$ cat src/rtl/sram_fifo_ctrl_if.sv
// sram_fifo_ctrl_if: push/pop stream and status bundle for sram_fifo_ctrl.
// master = producer/consumer side, slave = the FIFO controller.
interface sram_fifo_ctrl_if #(
  parameter int WIDTH      = 16,
  parameter int ADDR_WIDTH = 9
) ();
  logic                  push_valid;
  logic [WIDTH-1:0]      push_data;
  logic                  push_ready;
  logic                  pop_valid;
  logic [WIDTH-1:0]      pop_data;
  logic                  pop_ready;
  logic [ADDR_WIDTH:0]   count;
  logic                  full;
  logic                  empty;

  modport master (
    output push_valid, push_data, pop_ready,
    input  push_ready, pop_valid, pop_data, count, full, empty
  );

  modport slave (
    input  push_valid, push_data, pop_ready,
    output push_ready, pop_valid, pop_data, count, full, empty
  );
endinterface

$ cat src/rtl/sram_fifo_ctrl.sv
// sram_fifo_ctrl: streaming FIFO on a single-port 512x16 SRAM macro.
// One macro access per cycle, round-robin between write and read when both
// want the port; a 2-entry prefetch buffer (head/skid) hides read latency.
// Optional feature macro: SRAM_FIFO_BYPASS_EN -- when the SRAM and read pipe
// are empty and the buffer has room, pushes go straight into the buffer.
module sram_fifo_ctrl #(
  parameter int WIDTH      = 16,
  parameter int ADDR_WIDTH = 9
) (
  input  logic                  CLK,
  input  logic                  RESET,
  sram_fifo_ctrl_if.slave       fifo,
  output logic                  sram_ceb,
  output logic                  sram_web,
  output logic [ADDR_WIDTH-1:0] sram_a,
  output logic [WIDTH-1:0]      sram_d,
  input  logic [WIDTH-1:0]      sram_q,
  output logic [1:0]            sram_rtsel,
  output logic [1:0]            sram_wtsel
);

  localparam logic [ADDR_WIDTH:0]   DEPTH_C  = {1'b1, {ADDR_WIDTH{1'b0}}};
  localparam logic [ADDR_WIDTH:0]   CNT_ONE  = {{ADDR_WIDTH{1'b0}}, 1'b1};
  localparam logic [ADDR_WIDTH:0]   CNT_ZERO = {(ADDR_WIDTH+1){1'b0}};
  localparam logic [ADDR_WIDTH-1:0] PTR_ONE  = {{(ADDR_WIDTH-1){1'b0}}, 1'b1};

  // Registered state
  logic [ADDR_WIDTH-1:0] wr_ptr_r;
  logic [ADDR_WIDTH-1:0] rd_ptr_r;
  logic [ADDR_WIDTH:0]   sram_cnt_r;
  logic                  inflight_r;
  logic [WIDTH-1:0]      head_r;
  logic [WIDTH-1:0]      skid_r;
  logic [1:0]            buf_cnt_r;
  logic                  last_grant_r;   // 0 = write won last contest, 1 = read
  logic [ADDR_WIDTH-1:0] last_a_r;
  logic [WIDTH-1:0]      last_d_r;

  // Combinational control
  logic                  full_s;
  logic                  rd_req_s;
  logic                  wr_req_s;
  logic                  byp_ok_s;
  logic                  byp_s;
  logic                  push_ready_s;
  logic                  contested_s;
  logic                  wr_grant_s;
  logic                  rd_grant_s;
  logic                  pop_s;
  logic                  in_valid_s;
  logic [WIDTH-1:0]      in_data_s;
  logic [WIDTH-1:0]      head_n_s;
  logic [WIDTH-1:0]      skid_n_s;
  logic [1:0]            buf_cnt_n_s;
  logic [ADDR_WIDTH:0]   sram_cnt_n_s;
  logic [ADDR_WIDTH-1:0] sram_a_s;
  logic [WIDTH-1:0]      sram_d_s;

  assign full_s   = (sram_cnt_r == DEPTH_C);
  // A read is worth issuing only if its data will have a buffer slot to land in.
  assign rd_req_s = !RESET && (sram_cnt_r != CNT_ZERO) &&
                    ((buf_cnt_r + {1'b0, inflight_r}) < 2'd2);

`ifdef SRAM_FIFO_BYPASS_EN
  // Bypass only while nothing older is in the SRAM or the read pipe.
  assign byp_ok_s = !RESET && (sram_cnt_r == CNT_ZERO) && !inflight_r &&
                    (buf_cnt_r != 2'd2);
`else
  assign byp_ok_s = 1'b0;
`endif

  // Ready depends only on state: low when a read would win the contest.
  assign push_ready_s = !RESET && !full_s && !(rd_req_s && !last_grant_r);
  assign byp_s        = fifo.push_valid && push_ready_s && byp_ok_s;
  assign wr_req_s     = !RESET && fifo.push_valid && !full_s && !byp_ok_s;
  assign contested_s  = wr_req_s && rd_req_s;
  assign pop_s        = (buf_cnt_r != 2'd0) && fifo.pop_ready;
  assign in_valid_s   = inflight_r || byp_s;
  assign in_data_s    = inflight_r ? sram_q : fifo.push_data;

  // Round-robin arbitration for the single macro port.
  always_comb begin
    wr_grant_s = 1'b0;
    rd_grant_s = 1'b0;
    if (contested_s) begin
      if (last_grant_r) begin
        wr_grant_s = 1'b1;
      end else begin
        rd_grant_s = 1'b1;
      end
    end else begin
      wr_grant_s = wr_req_s;
      rd_grant_s = rd_req_s;
    end
  end

  // Macro command: address/data hold their last value when idle.
  always_comb begin
    sram_a_s = last_a_r;
    sram_d_s = last_d_r;
    if (wr_grant_s) begin
      sram_a_s = wr_ptr_r;
      sram_d_s = fifo.push_data;
    end else if (rd_grant_s) begin
      sram_a_s = rd_ptr_r;
    end else begin
      sram_a_s = last_a_r;
    end
  end

  // SRAM word count follows the granted access.
  always_comb begin
    sram_cnt_n_s = sram_cnt_r;
    case ({wr_grant_s, rd_grant_s})
      2'b10:   sram_cnt_n_s = sram_cnt_r + CNT_ONE;
      2'b01:   sram_cnt_n_s = sram_cnt_r - CNT_ONE;
      default: sram_cnt_n_s = sram_cnt_r;
    endcase
  end

  // Prefetch buffer update: incoming word vs. pop, keeping head oldest.
  always_comb begin
    head_n_s    = head_r;
    skid_n_s    = skid_r;
    buf_cnt_n_s = buf_cnt_r;
    case ({in_valid_s, pop_s})
      2'b10: begin
        if (buf_cnt_r == 2'd0) begin
          head_n_s    = in_data_s;
          buf_cnt_n_s = 2'd1;
        end else begin
          skid_n_s    = in_data_s;
          buf_cnt_n_s = 2'd2;
        end
      end
      2'b01: begin
        head_n_s    = skid_r;
        buf_cnt_n_s = buf_cnt_r - 2'd1;
      end
      2'b11: begin
        if (buf_cnt_r == 2'd1) begin
          head_n_s = in_data_s;
        end else begin
          head_n_s = skid_r;
          skid_n_s = in_data_s;
        end
      end
      default: begin
        buf_cnt_n_s = buf_cnt_r;
      end
    endcase
  end

  // State registers; reset discards any in-flight read data.
  always_ff @(posedge CLK) begin
    if (RESET) begin
      wr_ptr_r     <= {ADDR_WIDTH{1'b0}};
      rd_ptr_r     <= {ADDR_WIDTH{1'b0}};
      sram_cnt_r   <= CNT_ZERO;
      inflight_r   <= 1'b0;
      head_r       <= {WIDTH{1'b0}};
      skid_r       <= {WIDTH{1'b0}};
      buf_cnt_r    <= 2'd0;
      last_grant_r <= 1'b0;
      last_a_r     <= {ADDR_WIDTH{1'b0}};
      last_d_r     <= {WIDTH{1'b0}};
    end else begin
      if (wr_grant_s) begin
        wr_ptr_r <= wr_ptr_r + PTR_ONE;
        last_d_r <= fifo.push_data;
      end
      if (rd_grant_s) begin
        rd_ptr_r <= rd_ptr_r + PTR_ONE;
      end
      if (wr_grant_s || rd_grant_s) begin
        last_a_r <= sram_a_s;
      end
      if (contested_s) begin
        last_grant_r <= rd_grant_s;
      end
      sram_cnt_r <= sram_cnt_n_s;
      inflight_r <= rd_grant_s;
      head_r     <= head_n_s;
      skid_r     <= skid_n_s;
      buf_cnt_r  <= buf_cnt_n_s;
    end
  end

  assign sram_ceb   = !(wr_grant_s || rd_grant_s);
  assign sram_web   = !wr_grant_s;
  assign sram_a     = sram_a_s;
  assign sram_d     = sram_d_s;
  assign sram_rtsel = 2'b00;
  assign sram_wtsel = 2'b00;

  assign fifo.push_ready = push_ready_s;
  assign fifo.pop_valid  = (buf_cnt_r != 2'd0);
  assign fifo.pop_data   = head_r;
  assign fifo.count      = sram_cnt_r + {{ADDR_WIDTH{1'b0}}, inflight_r} +
                           {{(ADDR_WIDTH-1){1'b0}}, buf_cnt_r};
  assign fifo.full       = full_s;
  assign fifo.empty      = (fifo.count == CNT_ZERO);

endmodule

$ cat src/flat_wrapper.sv
// flat-port wrapper written by rule: the top's interface ports become plain ports
module sram_fifo_ctrl_flat 
#(
  parameter int WIDTH      = 16,
  parameter int ADDR_WIDTH = 9
)
  (CLK, RESET, sram_ceb, sram_web, sram_a, sram_d, sram_q, sram_rtsel, sram_wtsel, fifo_push_valid, fifo_push_data, fifo_pop_ready, fifo_push_ready, fifo_pop_valid, fifo_pop_data, fifo_count, fifo_full, fifo_empty);
  sram_fifo_ctrl_if #(.WIDTH(WIDTH), .ADDR_WIDTH(ADDR_WIDTH)) fifo_i ();
  input  logic CLK;
  input  logic RESET;
  output logic sram_ceb;
  output logic sram_web;
  output logic [ADDR_WIDTH-1:0] sram_a;
  output logic [WIDTH-1:0] sram_d;
  input  logic [WIDTH-1:0] sram_q;
  output logic [1:0] sram_rtsel;
  output logic [1:0] sram_wtsel;
  input wire logic [$bits(fifo_i.push_valid)-1:0] fifo_push_valid;
  input wire logic [$bits(fifo_i.push_data)-1:0] fifo_push_data;
  input wire logic [$bits(fifo_i.pop_ready)-1:0] fifo_pop_ready;
  output wire logic [$bits(fifo_i.push_ready)-1:0] fifo_push_ready;
  output wire logic [$bits(fifo_i.pop_valid)-1:0] fifo_pop_valid;
  output wire logic [$bits(fifo_i.pop_data)-1:0] fifo_pop_data;
  output wire logic [$bits(fifo_i.count)-1:0] fifo_count;
  output wire logic [$bits(fifo_i.full)-1:0] fifo_full;
  output wire logic [$bits(fifo_i.empty)-1:0] fifo_empty;
  assign fifo_i.push_valid = fifo_push_valid;
  assign fifo_i.push_data = fifo_push_data;
  assign fifo_i.pop_ready = fifo_pop_ready;
  assign fifo_push_ready = fifo_i.push_ready;
  assign fifo_pop_valid = fifo_i.pop_valid;
  assign fifo_pop_data = fifo_i.pop_data;
  assign fifo_count = fifo_i.count;
  assign fifo_full = fifo_i.full;
  assign fifo_empty = fifo_i.empty;
  sram_fifo_ctrl #(.WIDTH(WIDTH), .ADDR_WIDTH(ADDR_WIDTH)) u_core (.CLK(CLK), .RESET(RESET), .fifo(fifo_i), .sram_ceb(sram_ceb), .sram_web(sram_web), .sram_a(sram_a), .sram_d(sram_d), .sram_q(sram_q), .sram_rtsel(sram_rtsel), .sram_wtsel(sram_wtsel));
endmodule
$ cat config.mk
export PLATFORM = sky130hd
export DESIGN_NAME = sram_fifo_ctrl_flat
export DESIGN_NICKNAME = d
export VERILOG_FILES = /design/src/rtl/sram_fifo_ctrl_if.sv /design/src/rtl/sram_fifo_ctrl.sv /design/src/flat_wrapper.sv
export SDC_FILE = /design/constraint.sdc
export NUM_CORES = 1
export LEC_CHECK = 0
export ABC_CLOCK_PERIOD_IN_PS = 7900
export CORE_MARGIN = 4
export CORE_UTILIZATION = 52
export DETAILED_ROUTE_END_ITERATION = 8
export HOLD_SLACK_MARGIN = 0.05
export PLACE_DENSITY = 0.77
export SETUP_SLACK_MARGIN = 0.15
export SYNTH_ARGS = -nofsm -noshare
export SYNTH_HDL_FRONTEND = slang
export SYNTH_SLANG_ARGS = --single-unit
$ cat constraint.sdc
create_clock -name CLK -period 7.9 [get_ports CLK]
set_clock_uncertainty 0.05 [all_clocks]
set_input_delay 2.37 -clock CLK [delete_from_list [all_inputs] [get_ports CLK]]
set_output_delay 2.37 -clock CLK [all_outputs]
set_load 0.02 [all_outputs]
==> results.py, run 1 <==
metrics = {
    "outcome": {
        "status": "completed",
    },
    "global_route": {
        "grt_max_degree": 73,
        "grt_pass1_wl_mm": 20.0,
        "grt-ovfl-total": 0,
        "grt_usage_pct": 21.6,
        "antenna_found_initial": 0,
        "grt_pass1_vias": 4243,
    },
    "die": {
        "row_count": 35,
        "die_y_um": 105,
        "ios": 97,
        "dieArea_sq_um": 11100,
        "chipWidth_um": 105,
        "fp.coreArea_sq_um": 9240,
        "start_util_pct": 53.2,
    },
    "worst_setup_path": {
        "worst_r2r_path_depth": 13,
        "cp_max_fo": 29,
        "end_kind": "primary output",
        "start_kind": "primary input",
        "cp.arrival_ns": 4.86,
        "crit_required_ns": 5.48,
        "path_class": "primary input to primary output",
    },
    "clock_tree": {
        "clkTransAtPathRegs_ns": 0.09,
        "cts_max_path_buffers": 2,
        "post_cts_buffers": 0,
        "clock_sinks": 89,
        "cts-htree-levels": 3,
        "worst_skew_pair.late_latency_ns": 0.34,
        "hold_buffers": 0,
        "cts-root-buf": "clkbuf_8",
        "cts_tree": "done",
        "cts_resized": 0,
        "cts_buffers": 9,
    },
    "synthesis": {
        "synth_seq_cells": 89,
        "synth-edff-count": 0,
        "postSynthCellCount": 555,
        "synth_ff_type": "dfxtp_1",
        "synth_cell_type_count": 67,
        "syn_area_sq_um": 4910,
        "synthArstFlopShare_pct": 0,
        "syn_avg_cell_area_sq_um": 8.85,
        "yosysWarnings": 0,
        "yosysSeqAreaShare_pct": 36.3,
    },
    "route": {
        "routed_wl_mm": 12.1,
        "drtIter0Drc": 267,
        "route.detailed.drc": 0,
        "viasPerCell": 5.66,
        "firstDrtPassIters": 8,
        "ant_nets": 0,
        "wl_per_cell_um": 16.0,
        "vias": 4276,
    },
    "sta": {
        "fin_crit_ns": 7.28,
        "slew_violations": 0,
        "fmax_mhz": 137,
        "rsz0062_at_grt": "false",
        "hold_violations": 0,
        "worstMarginPinSlew_ns": 1.23,
        "maxSlewHeadroom_pct": 17.8,
        "finalCritPeriodShare_pct": 92.2,
        "finalSetupViolations": 0,
        "fin_setup_tns_ns": 0,
    },
    "power": {
        "ir_worst_vdd_uv": 209,
        "power_leakage_nw": 2.24,
        "p_per_area_nw_per_um2": 388,
    },
    "cells_and_area": {
        "syn_to_final_growth_pct": 23.0,
        "drive_above_1_share_pct": 11.5,
        "nNetsFinal": 671,
        "finalNonFillerCells": 755,
        "num_antenna_cells": 0,
        "layout_commonest_cell": "clkdlybuf4s50_1",
        "final_cell_mix": "91 x clkdlybuf4s50_1, 89 x dfxtp_1, 82 x nor2_1",
    },
    "place": {
        "placed_cells": 740,
        "routabilityCongestion": 0.945,
        "io_buffers": 92,
        "dp_hpwl_mm": 8.44,
    },
    "worst_hold_path": {
        "hp-class": "flop to flop",
        "hold_path_depth": 2,
    },
    "run": {
        "drv_cap": 0,
    },
}
## worst paths after layout
path                                                            start  slack (ns)                                     to
worst max-delay path                                            RESET        0.62                             sram_d[11]
worst min-delay path            u_core.fifo.pop_data[10]$_SDFFE_PP0P_        0.45  u_core.fifo.pop_data[10]$_SDFFE_PP0P_
worst max register to register      u_core.sram_cnt_r[2]$_SDFFE_PP0P_        3.01      u_core.sram_cnt_r[6]$_SDFFE_PP0P_
worst min register to register  u_core.fifo.pop_data[10]$_SDFFE_PP0P_        0.45  u_core.fifo.pop_data[10]$_SDFFE_PP0P_
## worst max-delay path, stage by stage
cell and delay [ns]:
buf_2 0.20, and4b_1 0.32, nor2_2 0.10, o311ai_4 0.51, buf_4 0.41, mux2_2 0.39
clkdlybuf4s50_1 0.54
## sequential cells by signal (all words and copies together), names as in the netlist, 2 cells and up
| signal | cells |
|---|---|
| u_core.fifo.pop_data | 16 |
| u_core.last_d_r | 16 |
| u_core.skid_r | 16 |
| u_core.sram_cnt_r | 10 |
| u_core.last_a_r | 9 |
| u_core.rd_ptr_r | 9 |
| u_core.wr_ptr_r | 9 |
| u_core.buf_cnt_r | 2 |
## layer usage
layer  routed length [um]  share of wire [%]  GRT usage, %
met1                 5360                 44          27.9
met2                 5920                 49          37.2
met3                  667                5.5          4.14
met4                  118               0.98          4.50
met5                    0                  0             0
## cells by family (layout without fill, tap and decap cells)
logic type      count (synthesis)  count (layout)  share of synthesized area [%]
other cells                     1               4                         0.0763
mux                            58              58                           12.7
simple gates                  221             221                           23.8
buf+inv                        62             130                           5.47
fa+ha+maj                      13              13                           3.62
flops                          89              89                           36.3
compound gates                 81              81                           12.7
xor+xnor                       30              30                           5.35
## final cells by class
cell class | instances | area (sq um)
Multi-Input combinational cell | 407 | 2880
Sequential cell | 89 | 1780
Inverter | 18 | 67.6
Clock inverter | 5 | 63.8
Fill cell | 756 | 3200
Clock buffer | 10 | 138
Tap cell | 129 | 161
Timing Repair Buffer | 97 | 953
## where the power goes
group	internal, mW	switching (mW)
Combinational	0.602	0.747
Sequential	0.566	0.110
Clock	0.155	0.164
Total	1.32	1.02
## cell usage after synthesis (4+ instances only)
library cell / number / area [sq um]
inv_1: 15 / 56.3
a222oi_1: 16 / 160
nor4_1: 6 / 37.5
xnor2_1: 19 / 166
nor2_1: 82 / 308
xor2_1: 11 / 96.3
nor2b_1: 27 / 169
o21ai_0: 11 / 55.1
nand3_1: 10 / 50.1
ha_1: 11 / 138
buf_4: 5 / 37.5
clkbuf_1: 28 / 105
nor3b_1: 4 / 30.0
nor3_1: 31 / 155
mux2_2: 35 / 394
a21oi_1: 17 / 85.1
or3_1: 6 / 37.5
nand3b_1: 7 / 52.6
o21a_1: 4 / 30.0
dfxtp_1: 89 / 1780
o22ai_1: 9 / 56.3
buf_2: 8 / 40.0
nand2_1: 18 / 67.6
nand2b_1: 6 / 37.5
mux2i_1: 23 / 230
## metrics by stage
step | total power, mW | hold WS (ns) | area (sq um) | util [%] | setup WS [ns]
global placement | 1.99 | 0.424 | 5840 | 63.2 | 0.661
detailed placement | 2.02 | 0.438 | 5840 | 63.2 | 0.643
floorplan | 1.61 | 0.408 | 4920 | - | 1.40
CTS | 2.35 | 0.452 | 6040 | 65.4 | 0.613
global route | 2.51 | 0.474 | 6040 | 65.4 | 0.480
finish | 2.34 | 0.451 | 6040 | 65.4 | 0.620
No activity file was read; power rests on OpenSTA's default activity.
==> run 2, diff against run 1 <==
--- a/config.mk
+++ b/config.mk
@@ -6,9 +6,9 @@
 export NUM_CORES = 1
 export LEC_CHECK = 0
 export ABC_CLOCK_PERIOD_IN_PS = 7900
-export CORE_MARGIN = 4
-export CORE_UTILIZATION = 52
+export CORE_UTILIZATION = 64
 export DETAILED_ROUTE_END_ITERATION = 8
+export DONT_BUFFER_PORTS = 1
 export HOLD_SLACK_MARGIN = 0.05
 export PLACE_DENSITY = 0.77
 export SETUP_SLACK_MARGIN = 0.15
==> results.py, run 2 (synthesized netlist as in run 1, its figures left out) <==
metrics = {
    "power": {
        "ir_worst_vdd_uv": 256,
        "power_leakage_nw": 1.88,
        "p_per_area_nw_per_um2": 410,
        "finalPower_mw": 2.07,
    },
    "worst_setup_path": {
        "critPathMaxStageDelay_ns": 0.51,
        "end_kind": "primary output",
        "start_kind": "primary input",
        "cp.arrival_ns": 4.25,
        "crit_required_ns": 5.48,
        "cp_max_fo": 104,
        "cp_cell_sequence": "a211oi_2 -> nor2_2 -> o311ai_4 -> buf_4 -> o22ai_1 -> nor2_1",
        "path_class": "primary input to primary output",
        "slowest_stage": "o311ai_4",
    },
    "cells_and_area": {
        "drive_above_1_share_pct": 13.1,
        "fin_area_sq_um": 5060,
        "num_antenna_cells": 0,
        "layout_commonest_cell": "dfxtp_1",
        "nNetsFinal": 578,
        "seq_area_sq_um": 1780,
        "syn_to_final_growth_pct": 2.98,
        "multi_input_area_sq_um": 2880,
        "final_cell_mix": "89 x dfxtp_1, 82 x nor2_1, 35 x mux2_2",
        "num-fill-cells": 579,
    },
    "die": {
        "fp.coreArea_sq_um": 7330,
        "ios": 97,
        "die_y_um": 89.6,
        "dieArea_sq_um": 8030,
        "row_count": 31,
        "start_util_pct": 67.0,
        "chipWidth_um": 89.6,
    },
    "clock_tree": {
        "cts-htree-levels": 3,
        "cts_max_path_buffers": 2,
        "cts_resized": 0,
        "cts_buffers": 9,
        "cts-root-buf": "clkbuf_8",
        "post_cts_buffers": 0,
        "clkTransAtPathRegs_ns": 0.09,
        "hold_buffers": 0,
        "cts_tree": "done",
        "worst_skew_pair.late_latency_ns": 0.36,
        "clock_sinks": 89,
    },
    "place": {
        "placed_area_sq_um": 4880,
        "routabilityCongestion": 0.818,
        "io_buffers": 0,
        "dp_hpwl_mm": 7.31,
    },
    "sta": {
        "maxSlewHeadroom_pct": 17.4,
        "fin_crit_ns": 6.67,
        "finalCritPeriodShare_pct": 84.4,
        "slew_violations": 0,
        "rsz0062_at_grt": "false",
        "fmax_mhz": 150,
        "worstMarginPinSlew_ns": 1.24,
        "fin_setup_tns_ns": 0,
        "finalSetupViolations": 0,
        "hold_violations": 0,
    },
    "run": {
        "drv_cap": 0,
    },
    "route": {
        "wl_per_cell_um": 17.3,
        "route.detailed.drc": 0,
        "viasPerCell": 6.21,
        "firstDrtPassIters": 7,
        "vias": 3932,
        "routed_wl_mm": 11.0,
        "ant_nets": 0,
        "drtIter0Drc": 272,
    },
    "global_route": {
        "grt_pass1_wl_mm": 17.3,
        "grt_max_degree": 105,
        "grt_usage_pct": 28.1,
        "antenna_found_initial": 0,
        "grt_pass1_vias": 3631,
        "grt-ovfl-total": 0,
    },
    "worst_hold_path": {
        "hp-class": "flop to flop",
    },
    "outcome": {
        "status": "completed",
    },
}
## run 2: cell types whose count changed in the layout (fill, tap and decap cells not counted)
cell / delta
clkbuf_8: -1
clkbuf_1: +1
inv_6: +1
clkinv_4: +1
clkdlybuf4s50_1: -91
buf_2: -1
buf_4: -1
bufinv_16: -1
## run 2: path summary, 6_finish.rpt
path	from	end	slack (ns)	depth (start not counted)
max	RESET	sram_a[1]	1.23	6
min	u_core.skid_r[14]$_SDFFE_PP0P_	u_core.skid_r[14]$_SDFFE_PP0P_	0.46	2
max reg2reg	u_core.sram_cnt_r[2]$_SDFFE_PP0P_	u_core.sram_cnt_r[9]$_SDFFE_PP0P_	3.55	12
min reg2reg	u_core.skid_r[14]$_SDFFE_PP0P_	u_core.skid_r[14]$_SDFFE_PP0P_	0.46	2
## run 2: metal layers
metal / part of all wire [%] / track usage (%)
met1: 43 / 35.6
met2: 48 / 45.6
met3: 6.6 / 6.86
met4: 2.5 / 12.3
met5: 0 / 0
## run 2: power by group
part           switching (mW)  leakage [nW]  total (mW)  internal (mW)
registers               0.146         0.728       0.712          0.566
logic                   0.663          1.07        1.07          0.405
clock network           0.175        0.0810       0.294          0.118
## run 2: per-stage QoR
step / utilization (%) / std cells / hold slack [ns] / setup WS, ns
2_1_floorplan: - / 558 / 0.408 / 1.40
4_1_cts: 69.0 / 633 / 0.457 / 1.25
6_report: 69.0 / 633 / 0.460 / 1.23
5_1_grt: 69.0 / 633 / 0.489 / 1.11
3_3_place_gp: 66.6 / 617 / 0.424 / 1.32
3_5_place_dp: 66.6 / 617 / 0.436 / 1.24
## run 2: critical path, delay by kind of cell
family	cells	cell delay (ns)
simple gates	2	0.48
buf+inv	1	0.46
compound gates	3	0.91
## run 2: layout make-up
class,count,share of cell area [%]
clock inverters,6,1.01
inverters,18,1.34
clock buffers,10,2.52
flip-flops and latches,89,35.2
multi-input cells,407,56.9
repair buffers,4,0.593
well taps,99,2.45
